==> config.mk <==
export PLATFORM = sky130hd
export DESIGN_NAME = conv_tile_driver_flat
export DESIGN_NICKNAME = d
export VERILOG_FILES = /design/src/rtl/conv_tile_driver_pkg.sv /design/src/rtl/conv_tile_driver_if.sv /design/src/rtl/conv_result_serializer.sv /design/src/rtl/conv_tile_driver.sv /design/src/flat_wrapper.sv
export SDC_FILE = /design/constraint.sdc
export NUM_CORES = 1
export LEC_CHECK = 0
export CORE_AREA = 2 2 377 379
export CTS_BUF_LIST = sky130_fd_sc_hd__clkbuf_16
export DETAILED_ROUTE_END_ITERATION = 16
export DIE_AREA = 0 0 379 381
export DONT_BUFFER_PORTS = 1
export PLACE_DENSITY = 0.34
export SYNTH_ARGS = -nofsm -noshare
export SYNTH_HDL_FRONTEND = slang
export SYNTH_SLANG_ARGS = --single-unit
==> constraint.sdc <==
create_clock -name clk -period 3.6 [get_ports clk]
set_clock_uncertainty 0.05 [all_clocks]
set_input_delay 0.54 -clock clk [delete_from_list [all_inputs] [get_ports clk]]
set_output_delay 0.54 -clock clk [all_outputs]
set_load 0.1 [all_outputs]
==> src/rtl/conv_tile_driver_pkg.sv <==
// Shared constants, derived-width helpers and FSM encoding for the conv tile driver
// and anything else (engine wrappers, benches) that needs the same geometry.
package conv_tile_driver_pkg;

    localparam int DEF_KERNEL_SIZE       = 3;
    localparam int DEF_INPUT_TILE_SIZE   = 4;
    localparam int DEF_INPUT_DATA_WIDTH  = 8;
    localparam int DEF_KERNEL_DATA_WIDTH = 8;
    localparam int DEF_CHANNELS          = 3;

    localparam int TIMEOUT_CYCLES = 4096;
    localparam int WAIT_CNT_W     = 16;

    typedef enum logic [2:0] {
        IDLE     = 3'd0,
        LOAD     = 3'd1,
        CONV_RST = 3'd2,
        WAIT     = 3'd3,
        DRAIN    = 3'd4
    } state_t;

    function automatic int output_bit_width(int input_data_width, int kernel_data_width);
        return input_data_width + kernel_data_width + 8;
    endfunction

    function automatic int output_tile_size(int input_tile_size, int kernel_size);
        return input_tile_size - kernel_size + 1;
    endfunction

    function automatic int n_in(int input_tile_size, int channels);
        return input_tile_size * input_tile_size * channels;
    endfunction

    function automatic int n_out(int input_tile_size, int kernel_size);
        int edge_len;
        edge_len = output_tile_size(input_tile_size, kernel_size);
        return edge_len * edge_len;
    endfunction

endpackage

==> src/rtl/conv_tile_driver_if.sv <==
// Pixel-in / result-out stream bundle. The driver sits on the slave side: it
// accepts pixels and offers result words; the feeder/sink uses the master side.
interface conv_tile_driver_if
    import conv_tile_driver_pkg::*;
#(
    parameter int INPUT_DATA_WIDTH = DEF_INPUT_DATA_WIDTH,
    parameter int OUTPUT_BIT_WIDTH = output_bit_width(DEF_INPUT_DATA_WIDTH, DEF_KERNEL_DATA_WIDTH)
);
    logic                               in_valid;
    logic                               in_ready;
    logic signed [INPUT_DATA_WIDTH-1:0] in_data;
    logic                               out_valid;
    logic                               out_ready;
    logic signed [OUTPUT_BIT_WIDTH-1:0] out_data;
    logic                               out_last;

    modport master (
        output in_valid, in_data, out_ready,
        input  in_ready, out_valid, out_data, out_last
    );

    modport slave (
        input  in_valid, in_data, out_ready,
        output in_ready, out_valid, out_data, out_last
    );
endinterface

==> src/rtl/conv_result_serializer.sv <==
// Holds the engine's full result tile and streams it out one word per accepted
// out_valid/out_ready transfer, flagging the final word with out_last.
module conv_result_serializer #(
    parameter int N_OUT            = 4,
    parameter int OUTPUT_BIT_WIDTH = 24
) (
    input  logic                              clk,
    input  logic                              reset,
    input  logic                              capture,
    input  logic                              active,
    input  logic [N_OUT*OUTPUT_BIT_WIDTH-1:0] result_in,
    input  logic                              out_ready,
    output logic                              out_valid,
    output logic signed [OUTPUT_BIT_WIDTH-1:0] out_data,
    output logic                              out_last,
    output logic                              done
);
    localparam int J_W = (N_OUT > 1) ? $clog2(N_OUT) : 1;

    logic [N_OUT*OUTPUT_BIT_WIDTH-1:0] result;
    logic [J_W-1:0]                    j_cnt;

    always_ff @(posedge clk) begin
        if (!reset) begin
            result <= '0;
            j_cnt  <= '0;
        end else if (capture) begin
            result <= result_in;
            j_cnt  <= '0;
        end else if (active && out_ready) begin
            j_cnt <= out_last ? '0 : j_cnt + 1'b1;
        end
    end

    // Word index only moves on a completed transfer, so data/last hold during a stall.
    assign out_valid = active;
    assign out_last  = active && (j_cnt == J_W'(N_OUT - 1));
    assign out_data  = result[j_cnt*OUTPUT_BIT_WIDTH +: OUTPUT_BIT_WIDTH];
    assign done      = active && out_ready && out_last;

endmodule

==> src/rtl/conv_tile_driver.sv <==
// Gathers a pixel tile and kernel for a convolution engine, pulses the engine
// reset, waits (with timeout) for completion, then streams the result tile out.
module conv_tile_driver
    import conv_tile_driver_pkg::*;
#(
    parameter int KERNEL_SIZE       = DEF_KERNEL_SIZE,
    parameter int INPUT_TILE_SIZE   = DEF_INPUT_TILE_SIZE,
    parameter int INPUT_DATA_WIDTH  = DEF_INPUT_DATA_WIDTH,
    parameter int KERNEL_DATA_WIDTH = DEF_KERNEL_DATA_WIDTH,
    parameter int CHANNELS          = DEF_CHANNELS,
    localparam int OUTPUT_BIT_WIDTH = output_bit_width(INPUT_DATA_WIDTH, KERNEL_DATA_WIDTH),
    localparam int N_IN             = n_in(INPUT_TILE_SIZE, CHANNELS),
    localparam int N_OUT            = n_out(INPUT_TILE_SIZE, KERNEL_SIZE),
    localparam int KW               = KERNEL_SIZE * KERNEL_SIZE * KERNEL_DATA_WIDTH * CHANNELS
) (
    input  logic                              clk,
    input  logic                              reset,
    input  logic                              start,
    input  logic [KW-1:0]                     kernel_in,
    conv_tile_driver_if.slave                 bus,
    output logic                              conv_reset,
    output logic [KW-1:0]                     conv_kernel,
    output logic [N_IN*INPUT_DATA_WIDTH-1:0]  conv_inp_data,
    input  logic [N_OUT*OUTPUT_BIT_WIDTH-1:0] conv_out_data,
    input  logic                              conv_final,
    output logic                              busy,
    output logic                              timeout
);
    localparam int K_W = $clog2(N_IN + 1);

    state_t                state, next_state;
    logic [K_W-1:0]        k_cnt;
    logic [WAIT_CNT_W-1:0] wait_cnt;
    logic                  in_ready;
    logic                  load_xfer;
    logic                  last_load;
    logic                  wait_expired;
    logic                  capture;
    logic                  drain_active;
    logic                  drain_done;

    assign load_xfer    = (state == LOAD) && bus.in_valid;
    assign last_load    = (k_cnt == K_W'(N_IN - 1));
    assign wait_expired = (wait_cnt == WAIT_CNT_W'(TIMEOUT_CYCLES - 1));
    assign bus.in_ready = in_ready;

    // NOTE: every clocked process uses non-blocking <= so all flops update from
    // the same pre-edge values regardless of process ordering.
    always_ff @(posedge clk) begin
        if (!reset) state <= IDLE;
        else        state <= next_state;
    end

    // NOTE: each output of this block gets a default before the case so no
    // path can leave it unassigned and infer a latch.
    always_comb begin
        next_state   = state;
        in_ready     = 1'b0;
        capture      = 1'b0;
        drain_active = 1'b0;
        busy         = (state != IDLE);
        unique case (state)
            IDLE: if (start) next_state = LOAD;
            LOAD: begin
                in_ready = 1'b1;
                if (load_xfer && last_load) next_state = CONV_RST;
            end
            CONV_RST: next_state = WAIT;
            WAIT: begin
                if (conv_final) begin
                    capture    = 1'b1;
                    next_state = DRAIN;
                end else if (wait_expired) begin
                    next_state = IDLE;
                end
            end
            DRAIN: begin
                drain_active = 1'b1;
                if (drain_done) next_state = IDLE;
            end
            default: next_state = IDLE;
        endcase
    end

    // Engine reset is held while the driver itself is in reset.
    assign conv_reset = (state == CONV_RST) || !reset;

    // NOTE: the tile register is reset like the rest of the state because an
    // aborted job must not leave stale pixels in front of the engine.
    always_ff @(posedge clk) begin
        if (!reset) begin
            k_cnt         <= '0;
            wait_cnt      <= '0;
            conv_inp_data <= '0;
            conv_kernel   <= '0;
            timeout       <= 1'b0;
        end else begin
            unique case (state)
                IDLE: if (start) begin
                    conv_kernel <= kernel_in;
                    k_cnt       <= '0;
                    timeout     <= 1'b0;
                end
                LOAD: if (load_xfer) begin
                    conv_inp_data[k_cnt*INPUT_DATA_WIDTH +: INPUT_DATA_WIDTH] <= bus.in_data;
                    k_cnt <= k_cnt + 1'b1;
                end
                CONV_RST: wait_cnt <= '0;
                WAIT: if (!conv_final) begin
                    if (wait_expired) timeout  <= 1'b1;
                    else              wait_cnt <= wait_cnt + 1'b1;
                end
                default: ;
            endcase
        end
    end

    conv_result_serializer #(
        .N_OUT            (N_OUT),
        .OUTPUT_BIT_WIDTH (OUTPUT_BIT_WIDTH)
    ) u_serializer (
        .clk       (clk),
        .reset     (reset),
        .capture   (capture),
        .active    (drain_active),
        .result_in (conv_out_data),
        .out_ready (bus.out_ready),
        .out_valid (bus.out_valid),
        .out_data  (bus.out_data),
        .out_last  (bus.out_last),
        .done      (drain_done)
    );

endmodule

==> src/flat_wrapper.sv <==
// flat-port wrapper written by rule: the top's interface ports become plain ports
module conv_tile_driver_flat import conv_tile_driver_pkg::*;
#(
    parameter int KERNEL_SIZE       = DEF_KERNEL_SIZE,
    parameter int INPUT_TILE_SIZE   = DEF_INPUT_TILE_SIZE,
    parameter int INPUT_DATA_WIDTH  = DEF_INPUT_DATA_WIDTH,
    parameter int KERNEL_DATA_WIDTH = DEF_KERNEL_DATA_WIDTH,
    parameter int CHANNELS          = DEF_CHANNELS,
    localparam int OUTPUT_BIT_WIDTH = output_bit_width(INPUT_DATA_WIDTH, KERNEL_DATA_WIDTH),
    localparam int N_IN             = n_in(INPUT_TILE_SIZE, CHANNELS),
    localparam int N_OUT            = n_out(INPUT_TILE_SIZE, KERNEL_SIZE),
    localparam int KW               = KERNEL_SIZE * KERNEL_SIZE * KERNEL_DATA_WIDTH * CHANNELS
)
  (clk, reset, start, kernel_in, conv_reset, conv_kernel, conv_inp_data, conv_out_data, conv_final, busy, timeout, bus_in_valid, bus_in_data, bus_out_ready, bus_in_ready, bus_out_valid, bus_out_data, bus_out_last);
  conv_tile_driver_if #(.INPUT_DATA_WIDTH(INPUT_DATA_WIDTH), .OUTPUT_BIT_WIDTH((24))) bus_i ();
  input  logic clk;
  input  logic reset;
  input  logic start;
  input  logic [KW-1:0] kernel_in;
  output logic conv_reset;
  output logic [KW-1:0] conv_kernel;
  output logic [N_IN*INPUT_DATA_WIDTH-1:0] conv_inp_data;
  input  logic [N_OUT*OUTPUT_BIT_WIDTH-1:0] conv_out_data;
  input  logic conv_final;
  output logic busy;
  output logic timeout;
  input wire logic [$bits(bus_i.in_valid)-1:0] bus_in_valid;
  input wire logic [$bits(bus_i.in_data)-1:0] bus_in_data;
  input wire logic [$bits(bus_i.out_ready)-1:0] bus_out_ready;
  output wire logic [$bits(bus_i.in_ready)-1:0] bus_in_ready;
  output wire logic [$bits(bus_i.out_valid)-1:0] bus_out_valid;
  output wire logic [$bits(bus_i.out_data)-1:0] bus_out_data;
  output wire logic [$bits(bus_i.out_last)-1:0] bus_out_last;
  assign bus_i.in_valid = bus_in_valid;
  assign bus_i.in_data = bus_in_data;
  assign bus_i.out_ready = bus_out_ready;
  assign bus_in_ready = bus_i.in_ready;
  assign bus_out_valid = bus_i.out_valid;
  assign bus_out_data = bus_i.out_data;
  assign bus_out_last = bus_i.out_last;
  conv_tile_driver #(.KERNEL_SIZE(KERNEL_SIZE), .INPUT_TILE_SIZE(INPUT_TILE_SIZE), .INPUT_DATA_WIDTH(INPUT_DATA_WIDTH), .KERNEL_DATA_WIDTH(KERNEL_DATA_WIDTH), .CHANNELS(CHANNELS)) u_core (.clk(clk), .reset(reset), .start(start), .kernel_in(kernel_in), .bus(bus_i), .conv_reset(conv_reset), .conv_kernel(conv_kernel), .conv_inp_data(conv_inp_data), .conv_out_data(conv_out_data), .conv_final(conv_final), .busy(busy), .timeout(timeout));
endmodule
[Word level (Yosys, flattened, before mapping)]
Cells that the tools add are included.
Cells by class
  $mul: 1
  reductions and logical operators: 19
  muxes and demuxes: 22
  shifts and indexed selects: 3
  bitwise gates (word level): 1
  $add $sub $neg: 4
  equality and inequality tests: 15
Operators with widths (count)
  $bwmux W384: 1
  $shift A8 B34 Y384 const A: 1
  $shiftx A8 B34 Y384: 1
  $shiftx A96 B8 Y24: 1
  $neg A9 Y34: 1
  $mux W16: 2
  $pmux W16 S2: 1
  $add A16 B1 Y16 const B: 1
  $eq A16 B12 Y1 const B: 1
  $mux W3: 5
  $pmux W3 S5: 1
  $mux W6: 2
  $pmux W6 S2: 1
  $ne A2 B2 Y1 const B: 4
  $reduce_and A4 Y1: 2
  $mux W1: 7
  $add A6 B1 Y6 const B: 1
  $eq A3 B2 Y1 const B: 2
  $eq A6 B6 Y1 const B: 1
  $ne A2 B1 Y1 const B: 3
  $reduce_and A3 Y1: 2
  $reduce_bool A2 Y1: 3
  $logic_and A1 B1 Y1: 5
  $mul A2 B2 Y4 const B: 1
  14 further kinds: 15
Word-level totals
  flip-flop bits (word level): 724
  word-level logic and storage cells: 73
  output and inout bits: 630
  input port bits: 326

[Longest topological paths before layout]
Gate-level depths: netlist (run 1).
  word-level depth: 6
  mapped depth: 14

[By module]
A second synthesis (run 1) with hierarchy kept.
Second synthesis, totals
  cell total of the unflattened synthesis: 2930
  area total of the unflattened synthesis: 28089.4 µm²
By module, submodules not included
  conv_tile_driver: instances 1, area an instance 23714.0 µm², cells each 2578
  conv_result_serializer: instances 1, area an instance 4375.4 µm², cells each 352

[Least setup slack after synthesis (run 1)]
OpenSTA, ideal clock, no wires.
  kind: register -> output
  start: register u_core.state[2]
  end: output bus_in_ready
  setup slack: 0.299 ns
  cell stages (with the launch flop): 4
  buffers on the path: 2
  arrival: 2.711 ns
  cell sequence: dfxtp_1 -> clkbuf_1 -> clkbuf_1 -> nor3_1
On the way
  longest elaborated chain between the ends: 2
RTL lines
  start: declaration: RTL line conv_tile_driver.sv:31  | state_t state, next_state;
  start signal: assignment: RTL line conv_tile_driver.sv:51  | else state <= next_state;
  $eq A3 B1 Y1: RTL line conv_tile_driver.sv:62  | unique case (state)
  $mux W1: RTL line conv_tile_driver.sv:62
  end: declaration: RTL line flat_wrapper.sv:30  | output wire logic [$bits(bus_i.in_ready)-1:0] bus_in_ready;
No other way between the ends.

[Final worst setup path (run 1)]
  start: register u_core.k_cnt[2]
  end: register u_core.conv_inp_data[15]
On the way
  longest elaborated chain between the ends: 3
  elaborated cells on any way between the ends: 4
  classes of those cells: 1 x add/sub; 2 x shift; 1 x mux
RTL lines
  start: declaration: RTL line conv_tile_driver.sv:32  | logic [K_W-1:0] k_cnt;
  start signal: assignment: RTL line conv_tile_driver.sv:106  | k_cnt <= k_cnt + 1'b1;
  $neg A9 Y34 (*): RTL line conv_tile_driver.sv:105  | conv_inp_data[k_cnt*INPUT_DATA_WIDTH +: INPUT_DATA_WIDTH] <= bus.in_data;
  $shiftx A8 B34 Y384 / $shift A8 B34 Y384 (equally long branches): RTL line conv_tile_driver.sv:105
  $bwmux W384 (*): RTL line conv_tile_driver.sv:105
  end signal: indexed assignment: RTL line conv_tile_driver.sv:105
  end: declaration: RTL line conv_tile_driver.sv:23  | output logic [N_IN*INPUT_DATA_WIDTH-1:0] conv_inp_data,
Mark *: on every way between the ends. The rest lies on a longest branch, timed or not.
A chain may end at the register's enable or synchronous reset.

==> results of run 1 <==
## kinds of logic (layout without fill, tap and decap cells)
kind of cell               count (synthesis)  count (layout)  share of synthesized area, %
buffers and inverters                    264             593                         3.887
other                                      0               7                             0
DFF                                      724             724                         52.48
and+or+nand+nor                         1478            1478                         23.38
adders and majority gates                  5               5                        0.2265
muxes                                    202             202                         8.408
xor gates and xnor gates                  20              20                        0.6614
AOI/OAI and AO/OA                        563             563                         10.96
## worst paths after layout
kind,startpoint,endpoint
worst max-delay path,u_core.k_cnt[2],u_core.conv_inp_data[15]
worst min-delay path,kernel_in[135],u_core.conv_kernel[135]
worst max register to register,u_core.k_cnt[2],u_core.conv_inp_data[15]
worst min register to register,u_core.u_serializer.result[63],u_core.u_serializer.result[63]
## state kept, by name (all words and copies together), names as in the netlist
name                        count
u_core.conv_inp_data          384
u_core.conv_kernel            216
u_core.k_cnt                    6
u_core.state                    3
u_core.timeout                  1
u_core.u_serializer.j_cnt       2
u_core.u_serializer.result     96
u_core.wait_cnt                16
## cell usage in the layout (no fill, tap or decap), drive strengths merged, types with 11 or more instances in the layout
cell         count
dfxtp          724
clkinv          35
o21ai          167
nand3          176
nor2            69
nor3            29
mux4            24
buf            109
xor2            13
nand4           64
nand2         1065
dlygate4sd3    317
clkbuf          90
a21oi          331
o31ai           29
mux2i          178
inv             36
nor2b           11
## worst max-delay path: stages, from the launching register on
cell	delay, ns
sky130_fd_sc_hd__dfxtp_1	0.30
sky130_fd_sc_hd__or3_1	0.42
sky130_fd_sc_hd__nor3_1	0.17
sky130_fd_sc_hd__ha_1	0.42
sky130_fd_sc_hd__nand2_1	0.39
sky130_fd_sc_hd__buf_4	0.29
sky130_fd_sc_hd__nor3_2	0.20
sky130_fd_sc_hd__buf_4	0.28
sky130_fd_sc_hd__nand3_1	0.10
sky130_fd_sc_hd__o21ai_0	0.08
sky130_fd_sc_hd__dlygate4sd3_1	0.56
## report_power, final
group / switching (W) / leakage [nW] / internal [W]
sequential: 0.00146 / 5.86 / 0.00821
clock: 0.00386 / 1.46 / 0.00492
combinational: 0.00104 / 5.61 / 0.000527
## area by class of cell
cell class | instances | area (um2) | area share [%]
multi-input cells | 2268 | 12150 | 33.64
clock inverters | 68 | 549.3 | 1.520
repair buffers | 426 | 4257 | 11.78
diodes | 7 | 17.52 | 0.04848
clock buffers | 90 | 2252 | 6.234
flip-flops and latches | 724 | 14500 | 40.12
well taps | 1890 | 2365 | 6.545
inverters | 9 | 41.29 | 0.1143
## stage by stage
| stage | hold WS, ns | instance area [um2] | instances | power, W |
|---|---|---|---|---|
| 3_3_place_gp | 0.3905 | 29950 | 4991 | 0.01102 |
| 3_5_place_dp | 0.3951 | 29950 | 4991 | 0.01102 |
| 2_1_floorplan | 0.3831 | 27620 | 3256 | 0.01055 |
| 5_1_grt | 0.001445 | 36130 | 5481 | 0.02079 |
| 4_1_cts | 0.0002276 | 36110 | 5475 | 0.02038 |
| 6_report | 0.05836 | 36130 | 5482 | 0.02002 |
## layer usage
layer  share of wire, %  vias to the layer above
met5              0.027                        -
met4                3.4                        6
met3                 10                      211
met2                 50                      815
met1                 36                    11780
li1                   -                    11530
==> results list, run 1 <==
* Final Cycle Share: 92.64%
- Root cell of the clock tree: sky130_fd_sc_hd__clkbuf_16
- From synthesis to final layout, the design area changed by 30.81%.
* Routed via count: 24340
* Final worst setup slack: 0.2649 ns
- Min Tclk post-route: roughly 3.3 ns
- Post-synthesis cell area: about 28000 um2
* CP endpoint kind: register
- Source-to-sink clock delay at the later pin of the worst-skew pair: between 0.7 and 0.8 ns
- In the post-synthesis netlist, the cell with the most instances is sky130_fd_sc_hd__nand2_1.
* Number of enable-type register cells in the synthesized netlist: 0
* Number of global-route vias before repair: roughly 25000
* Global routing met1 resource utilization: about a fifth
- Pin count of the biggest net entering global routing: 209
* Cells on Worst Hold Path: 2
* Setup violations, final: 0
- Final Hold Fails: 0
* Post-detailed-routing wire length: about 140 mm
* Number of warnings issued by yosys: 0
- Die Area: approximately 140000 um2
* Number of register bits inferred by synthesis: 724
* CTS buffer count: 90
- In the post-synthesis netlist, the biggest area contributors are sky130_fd_sc_hd__dfxtp_1 (52%), sky130_fd_sc_hd__nand2_1 (14%), sky130_fd_sc_hd__mux2i_1 (6.5%).
- CP Data Required Time: 4.20 ns
* Proportion of register bits with asynchronous set or reset after synthesis: 0%
- Maximum buffer depth of the clock tree: 3
* Vertical die dimension: around 380 um
- Routability-driven placement finished with a final weighted congestion of about 0.84.
* Post-cts resize count: 0
- DP HPWL: roughly 100 mm
* Synth top cells by count: sky130_fd_sc_hd__nand2_1 (1064), sky130_fd_sc_hd__dfxtp_1 (724), sky130_fd_sc_hd__a21oi_1 (331)
* Number of unique standard cell types used by synthesis: 65
* Setup repair after global routing missed its margin: no
* Clock tree from TritonCTS: done
* Level count of the clock H-tree: 3
- Sequential cell area fraction in the yosys report: between 50% and 60%
* Number of design-rule violations left by the first detailed-router iteration: 1444
* Most frequently used flop master after synthesis: sky130_fd_sc_hd__dfxtp_1
- Measured along the x axis, the die boundary spans 379 um.
- In this run the tool buffered the top-level ports with 0 buffer cells.
- Derived from the worst setup path, the maximum achievable clock frequency is around 300 MHz.
- Classification of the worst setup path: reg2reg
- A synthesized cell averages between 8 and 9 um2.
- Synthesis handed over a netlist of roughly 3300 instances.
- The initial antenna violation count was 26.
* Worst slew margin: 20.48%
- Crit path arrival time: 3.93 ns
* Pre-Repair DR Iteration Count: 5
* Worst slack after detailed placement: about 0.39 ns
- Top fanout value on the critical path: 16
- Synthesized Nets: 3587
- The total area inside the core boundary comes to approximately 140000 um2.
- STA classifies the critical path startpoint as a register.
* Reg2reg setup slack: about 0.26 ns
* Cell type contributing the most total cell area after synthesis: sky130_fd_sc_hd__dfxtp_1
- Floorplan row count: about 140
- The count of nets left with antenna violations once routing finished came out at 0.
- Proportion of layout cells with a drive suffix above 1: 8.340%
* Met2 layer usage reported by global route: roughly 33%
* CTS clk-pin slew, worst paths: ~0.060 ns
- The first global-routing pass estimated 195.3 mm of wire.
* Fill count: about 15000
- Max capacitance violation total: 0
- Global route hottest layer: met2
- DRC violations left: 0
- Outcome: completed
* Number of buffers inserted by hold repair at cts: 326
* Leakage power of the design: 12.93 nW
- Number of nets in the layout: 3850
- Accumulated negative setup slack: 0 ns
- In this run the post-CTS setup repair buffer count came out at 0.
* Number of vias per cell: ~4.4
* Number of clock sinks seen by CTS: just over 700
- Global routing finished with a remaining overflow of 0.
- The max-slew violation total from the final report is 0.
* Grt met3 use: between 8 and 9%
* Initial Util: about a fifth
* FF-to-FF path depth: 10
* Share of the synthesized area in the top cell type: a little over half
- GR Util All Layers: between 10% and 20%
- At the pin with the least slew margin, the transition time is between 1 and 1.5 ns.
* Peak supply drop: 383.6 uV
* Total power per unit cell area: roughly 550 nW/um2
- The worst hold path belongs to the class in2reg.
* Boundary pin count: ~960
- Once layout is complete, the utilization of the core stands at approximately 26%.
* Routed wire length per instance: around 26 um
Note: power is estimated with default switching activity, not from simulation.
==> run 2: changes to the inputs <==
Settings changed: CORE_AREA 2 2 377 379 to 2 2 376 378, DIE_AREA 0 0 379 381 to 0 0 378 380.
==> run 2 against run 1 <==
Net effect: sequential share of layout area is essentially flat; die area down 0.53%; fmax shrank 0.86%; largest cell class unchanged; highest routed layer unchanged.
==> results list, run 2 (synthesis gave the netlist of run 1 again) <==
- The flow ran to the end, and the final reports show no timing, DRC or antenna violations.
* Boundary pin count: 956 (unchanged)
* Routed via count: 24300 (-0.17%)
- Final slew viol count: 0 (unchanged)
- In this run the critical register-to-register path is launched from u_core.k_cnt[1].
- The areal power density over the cells is 565.5 nW/um2 (+2.1%).
- Setup Buffers After CTS: 0 (unchanged)
- Worst slew margin: 20.86% (+0.38 points)
- Accumulated negative setup slack: 0 ns (unchanged)
- The endpoint identified for the worst register-to-register timing path is u_core.conv_inp_data[328].
* Switching pwr: 0.006473 W (+1.7%)
* Number of global-route vias before repair: 24510 (-0.037%)
* Die Area: 143600 um2 (-0.53%)
* Number of buffers inserted by hold repair at cts: 311 (-4.6%)
- The number of max-cap violations was 0 (unchanged).
- The signal on the critical path passes through inv_1, ha_1, xnor2_1, buf_4, nand3_1, nor3_2, o21ai_0, dlygate4sd3_1.
- Power, Total: 0.02044 W (+2.1%)
- Hold path startpoint: kernel_in[96]
* FF-to-FF path depth: 8 (-2)
- The maximum number of pins on one net before global-route repair came to 209 (unchanged).
- The final routed DRC violation total is 0 (unchanged).
- The required time at the endpoint of the critical path was 4.15 ns (-0.05 ns).
* GR Util All Layers: 19.14% (+0.23 points)
- The vias per cell was 4.442 (about the same).
- Number of nets in the layout: 3837 (-0.34%)
- The final-layout fill cell count was 15230 (-1.5%).
- Internal Dissipation: 0.01396 W (+2.2%)
- The global routing met3 resource utilization was 8.570% (about the same).
* Share of power burned in combinational logic: 7.6% (-0.2 points)
- The worst-margin pin slew is 1.186 ns (-0.005687 ns).
* Setup violations, final: 0 (unchanged)
- Post-detailed-routing wire length: 143.0 mm (+0.60%)
- u_core.conv_inp_data holds more flip-flops than any other register.
- The final RePlAce weighted congestion was 0.8451 (+0.33%).
- Crit path buffers/inverters: 3 (unchanged)
- Proportion of layout cells with a drive suffix above 1: 8.596% (+0.26 points)
* Crit path arrival time: 3.92 ns (about the same)
- Area delta synth->final: 30.83% (about the same)
* Maximum buffer depth of the clock tree: 3 (unchanged)
- STA classifies the critical path startpoint as a register.
- The area of combinational cells with multiple inputs is 12150 um2 (unchanged).
* Classification of the worst setup path: reg2reg
- Flip-flop count of the largest register, all copies and words added: 384 (unchanged)
- Core Box Area: 139200 um2 (-0.97%)
- Routed wire length per instance: 26.14 um (+0.81%)
* Setup repair after global routing missed its margin: no
- Number of design-rule violations left by the first detailed-router iteration: 1309 (-9.3%)
- The total clock sinks was 724 (unchanged).
- CP endpoint kind: register
- Clock tree synthesis selected as its root buffer the cell sky130_fd_sc_hd__clkbuf_16.
- The global route total overflow came to 0 (unchanged).
- CTS buffer count: 92 (+2.2%)
- Type of the most critical hold path: in2reg
- The total half-perimeter wirelength after legalization and detailed placement came to 102.4 mm (-0.31%).
* Part of the power in registers: 47.4% (-0.9 points)
- Cell with the largest stage delay on the worst path: sky130_fd_sc_hd__xnor2_1
* Post-cts resize count: 0 (unchanged)
- Most common cell after layout, fill and taps aside: sky130_fd_sc_hd__nand2_1
* Final Cycle Share: 93.44% (+0.80 points)
- The global routing usage on met2 is 34.27% (+0.79 points).
- Source-to-sink clock delay at the later pin of the worst-skew pair: 0.70 ns (about the same)
- Floorplan row count: 137 (-0.72%)
- The maximum fanout along the worst path was 9 (-7).
* Final Hold Fails: 0 (unchanged)
- Sequential cell area in the final layout: 14500 um2 (unchanged)
- The switching part of the total came to 31.67% (-0.11 points).
- The quantity of I/O buffers inserted on ports was 0 (unchanged).
* Leakage power of the design: 12.96 nW (+0.21%)
* Worst slack on hold paths: 0.04849 ns (-0.009868 ns)
- The area of all placed cells without fillers was 36130 um2 (about the same).
- Worst hold endpoint: u_core.conv_kernel[96]
- The initial antenna violation count is 25 (-3.8%).
* Pre-Repair DR Iteration Count: 5 (unchanged)
- The worst vdd rail ir drop is 356.8 uV (-7.0%).
* Maximum cell stage delay along the critical path: 0.79 ns (+0.23 ns)
* Reg2reg setup slack: 0.24 ns (-0.03 ns)
- The clock-pin transition on the worst setup and hold timing paths came to 0.06 ns (about the same).
- The number of stages on the worst hold path came to 2 (unchanged).
- Among cell families on the critical path, the largest total delay comes from buffers and inverters.
* Most used cells in the layout excluding fill and tap cells: sky130_fd_sc_hd__nand2_1 (1064), sky130_fd_sc_hd__dfxtp_1 (723), sky130_fd_sc_hd__a21oi_1 (331)
* Clock tree from TritonCTS: done
- Global routing met1 resource utilization: 19.79% (+0.20 points)
- The die span in x is 378 um (-0.26%).
* Count of antenna-violating nets left after detailed routing: 0 (unchanged)
- The wire length of the first global-routing pass came to 197.1 mm (+0.90%).
- Initial Util: 19.84% (+0.19 points)
- Vertical die dimension: 380 um (-0.26%)
- The highest clock frequency the design can meet is 297.3 MHz (-0.86%).
* Level count of the clock H-tree: 3 (unchanged)
* Min Tclk post-route: 3.364 ns (+0.02888 ns)
* Top Registers: u_core.conv_inp_data x384, u_core.conv_kernel x216, u_core.u_serializer.result x96
* DP Area: 29890 um2 (-0.19%)
* Fraction of power consumed by the clock network: 45.0% (+1.1 points)
- In this run the most used layer during global routing was met2.
run 2: power groups by stage:
stage	Combinational, W	Clock [W]	Sequential (W)
final	0.00155	0.00920	0.00968
after global routing	0.00167	0.00984	0.00971
after CTS	0.00159	0.00951	0.00968
after detailed placement	0.00114	0	0.00985
after global placement	0.00113	0	0.00986
after floorplan	0.000761	0	0.00979
run 2: layout make-up:
cell class | count | area share [%]
Sequential cell | 724 | 40.11
Multi-Input combinational cell | 2268 | 33.63
Timing Repair Buffer | 411 | 11.31
Tap cell | 1876 | 6.496
Clock buffer | 93 | 6.440
Clock inverter | 78 | 1.811
Inverter | 9 | 0.1143
Antenna cell | 12 | 0.08310
run 2: how the worst max path moves through the flow:
| stage | slack, ns | depth (start not counted) | from | endpoint |
|---|---|---|---|---|
| after floorplan | 0.30 | 3 | u_core.state[2] | bus_in_ready |
| after global placement | 0.47 | 8 | u_core.k_cnt[0] | u_core.conv_inp_data[286] |
| after detailed placement | 0.41 | 7 | u_core.k_cnt[2] | u_core.conv_inp_data[243] |
| after CTS | 0.28 | 8 | u_core.k_cnt[1] | u_core.conv_inp_data[328] |
| after global routing | 0.12 | 9 | u_core.k_cnt[1] | u_core.conv_inp_data[328] |
| final | 0.24 | 8 | u_core.k_cnt[1] | u_core.conv_inp_data[328] |
run 2: worst reg2reg max path, stage by stage, from the launching register on:
cell and delay (ns):
sky130_fd_sc_hd__dfxtp_1 0.32, sky130_fd_sc_hd__inv_1 0.07, sky130_fd_sc_hd__ha_1 0.20, sky130_fd_sc_hd__xnor2_1 0.79
sky130_fd_sc_hd__buf_4 0.29, sky130_fd_sc_hd__nand3_1 0.19, sky130_fd_sc_hd__nor3_2 0.57, sky130_fd_sc_hd__o21ai_0 0.19
sky130_fd_sc_hd__dlygate4sd3_1 0.58
run 2: through the flow:
stage                     setup slack, ns  utilization [%]  instances
final                              0.2360            25.96       5471
after detailed placement           0.4096            21.48       4975
after CTS                          0.2750            25.92       5457
after floorplan                    0.2993                -       3256
after global placement             0.4672            21.48       4975
after global routing               0.1179            25.95       5467
run 2: layer usage:
layer,wire [um],vias to the layer above
met2,72330,797
met1,51800,11780
li1,-,11530
met4,4380,2
met5,15,-
met3,14490,193
==> run 3: changes to the inputs <==
Settings changed: PLACE_DENSITY 0.34 to not set, SKIP_CTS_REPAIR_TIMING set to 1.
==> run 3 against run 2 <==
Net effect: the run now ends with max-slew violations left; via count up 3.4%; routed wire length down 3.0%; final area down 0.82%; setup slack better by 0.015 ns; die area unchanged; hold slack worse by 0.045 ns; fmax up 0.45%; non-clock buffer count down 4; core utilization down 0.21 points; combinational power down 3%; clock power down 5.4%; clock-buffer cell count down 11; largest power group unchanged.
==> results list, run 3 (synthesis gave the netlist of run 1 again) <==
* Vertical die dimension: 380 um (unchanged)
* Number of clock sinks seen by CTS: 724 (unchanged)
* Quantity of I/O buffers inserted on ports: 0 (unchanged)
* Boundary pin count: 956 (unchanged)
* Initial antenna violation count: 47 (+88%)
* Peak supply drop: 382.4 uV (+7.2%)
- Min Tclk post-route: 3.349 ns (-0.01500 ns)
* Worst slew margin: -0.5182% (-21 points)
* Worst setup SP type: register
- The number of hold-slack violations in the final timing report is 0 (unchanged).
- Clock tree from TritonCTS: done
- Flip-flop count of the largest register, all copies and words added: 384 (unchanged)
- GRT Residual Overflow: 0 (unchanged)
- Max capacitance violation total: 0 (unchanged)
* Die Area: 143600 um2 (unchanged)
- Chip width: 378 um (unchanged)
- Proportion of layout cells with a drive suffix above 1: 8.734% (+0.14 points)
- The detailed router's first-iteration violation count was 2400 (+83%).
- The setup slack of the worst register-to-register path is 0.25 ns (+0.02 ns).
- Source-to-sink clock delay at the later pin of the worst-skew pair: 0.68 ns (-0.02 ns)
- The maximum number of pins on one net before global-route repair was 394 (+89%).
* Most common cell after layout, fill and taps aside: sky130_fd_sc_hd__nand2_1
- Relative to the synthesized area, the layout overhead comes to 29.75%.
- The final worst-path cycle share was 93.03% (-0.42 points).
- Number of global-route vias before repair: 22270 (-9.1%)
- Gp weighted congestion: 0.9409 (+11%)
- Traced cell by cell, the critical path runs through inv_1, ha_1, xor2_1, buf_4, nor2_1, and4_1, nand3_1, o21ai_0.
- Final slew viol count: 27 (+27)
- The worst-margin pin slew came to 1.508 ns (+0.3222 ns).
- Type of the most critical hold path: in2reg
* CP endpoint kind: register
* Total power per unit cell area: 554.0 nW/um2 (-2.0%)
- Top Registers: u_core.conv_inp_data x384, u_core.conv_kernel x216, u_core.u_serializer.result x96
* DP HPWL: 100.6 mm (-1.7%)
- The detailed-routing iteration count for the pre-antenna-repair pass is 6 (+1).
- The flow ran to the end, but the final reports show violations.
- The vias per cell is 4.609 (+3.7%).
- The final antenna-violating net count came to 0 (unchanged).
* Setup violations, final: 0 (unchanged)
- Setup repair after global routing missed its margin: no
- The maximum fanout along the worst path was 16 (+7).
- The wire length of the first global-routing pass came to 179.9 mm (-8.7%).
- The final routed DRC violation total came to 0 (unchanged).
- Fill count: 15030 (-1.3%)
- The critical path is of the reg2reg type.
- Violations in the final reports: max-slew violations
- Level count of the clock H-tree: 3 (unchanged)
- Post-detailed-routing wire length: 138.7 mm (-3.0%)
- The largest incremental delay on the critical path came to 0.70 ns (-0.09 ns).
- The highest clock frequency the design can meet was 298.6 MHz (+0.45%).
- The summed negative setup slack over all endpoints came to 0 ns (unchanged).
- Floorplan row count: 137 (unchanged)
* Initial Util: 19.84% (unchanged)
- Core Box Area: 139200 um2 (unchanged)
* Crit path arrival time: 3.88 ns (-0.04 ns)
* CTS buffer count: 82 (-11%)
* CP Data Required Time: 4.13 ns (-0.02 ns)
- More flip-flops sit in one register than any other, and that register is u_core.conv_inp_data.
* GR Util All Layers: 17.57% (-1.6 points)
- The clock-pin transition on the worst setup and hold timing paths is 0.06 ns (about the same).
* Number of nets in the layout: 3823 (-0.36%)
- Routed via count: 25140 (+3.4%)
* Most used cells in the layout excluding fill and tap cells: sky130_fd_sc_hd__nand2_1 (1064), sky130_fd_sc_hd__dfxtp_1 (723), sky130_fd_sc_hd__a21oi_1 (331)
- Routed wire length per instance: 25.43 um (-2.7%)
* Leakage power of the design: 12.82 nW (-1.1%)
* Maximum buffer depth of the clock tree: 3 (unchanged)
- Cell with the largest stage delay on the worst path: sky130_fd_sc_hd__and4_1
* Final worst setup slack: 0.2510 ns (+0.01500 ns)
* Root cell of the clock tree: sky130_fd_sc_hd__clkbuf_16
* Worst slack after detailed placement: 0.2428 ns (-0.1669 ns)
==> run 3: path summary, 6_finish.rpt <==
| kind | cells past startpoint | startpoint | to |
|---|---|---|---|
| max | 8 | u_core.k_cnt[1] | u_core.conv_inp_data[355] |
| min | 2 | bus_in_data[4] | u_core.conv_inp_data[332] |
| max reg2reg | 8 | u_core.k_cnt[1] | u_core.conv_inp_data[355] |
| min reg2reg | 2 | u_core.conv_inp_data[7] | u_core.conv_inp_data[7] |
==> run 3: area by class of cell <==
| cell class | instances | area (um2) | share of cell area, % |
|---|---|---|---|
| well taps | 1876 | 2347 | 6.550 |
| clock inverters | 71 | 725.7 | 2.025 |
| inverters | 9 | 41.29 | 0.1152 |
| multi-input cells | 2268 | 12170 | 33.95 |
| repair buffers | 407 | 3964 | 11.06 |
| clock buffers | 82 | 2052 | 5.726 |
| flip-flops and latches | 724 | 14500 | 40.45 |
| diodes | 18 | 45.04 | 0.1257 |
==> run 3: routing by layer <==
| metal | vias up | track usage [%] | share of wire [%] |
|---|---|---|---|
| li1 | 11510 | - | - |
| met1 | 12070 | 19.24 | 36 |
| met2 | 1255 | 29.68 | 49 |
| met3 | 288 | 7.146 | 11 |
| met4 | 12 | 7.673 | 4.2 |
| met5 | - | 0 | 0.056 |
==> run 3: metrics by stage <==
stage / area, um2 / utilization [%] / total power (W) / hold WS, ns / instances
2_1_floorplan: 27620 / - / 0.01055 / 0.3831 / 3256
3_3_place_gp: 29960 / 21.53 / 0.01092 / 0.3889 / 4984
3_5_place_dp: 29960 / 21.53 / 0.01093 / 0.3965 / 4984
4_1_cts: 32740 / 23.52 / 0.01966 / -0.1468 / 5137
5_1_grt: 35820 / 25.74 / 0.02050 / 0.0005383 / 5450
6_report: 35840 / 25.75 / 0.01986 / 0.003906 / 5455
==> run 3: critical path: cells and delay by family, from the launching register on <==
family | cells | cell delay [ns]
simple gates | 3 | 1.43
flops | 1 | 0.64
fa+ha+maj | 1 | 0.39
buf+inv | 2 | 0.38
xor+xnor | 1 | 0.22
compound gates | 1 | 0.15
==> run 3: where the power goes <==
group / internal, W / switching, W / total [W]
combinational: 0.000504 / 0.00100 / 0.00151
clock: 0.00501 / 0.00369 / 0.00870
sequential: 0.00821 / 0.00144 / 0.00965
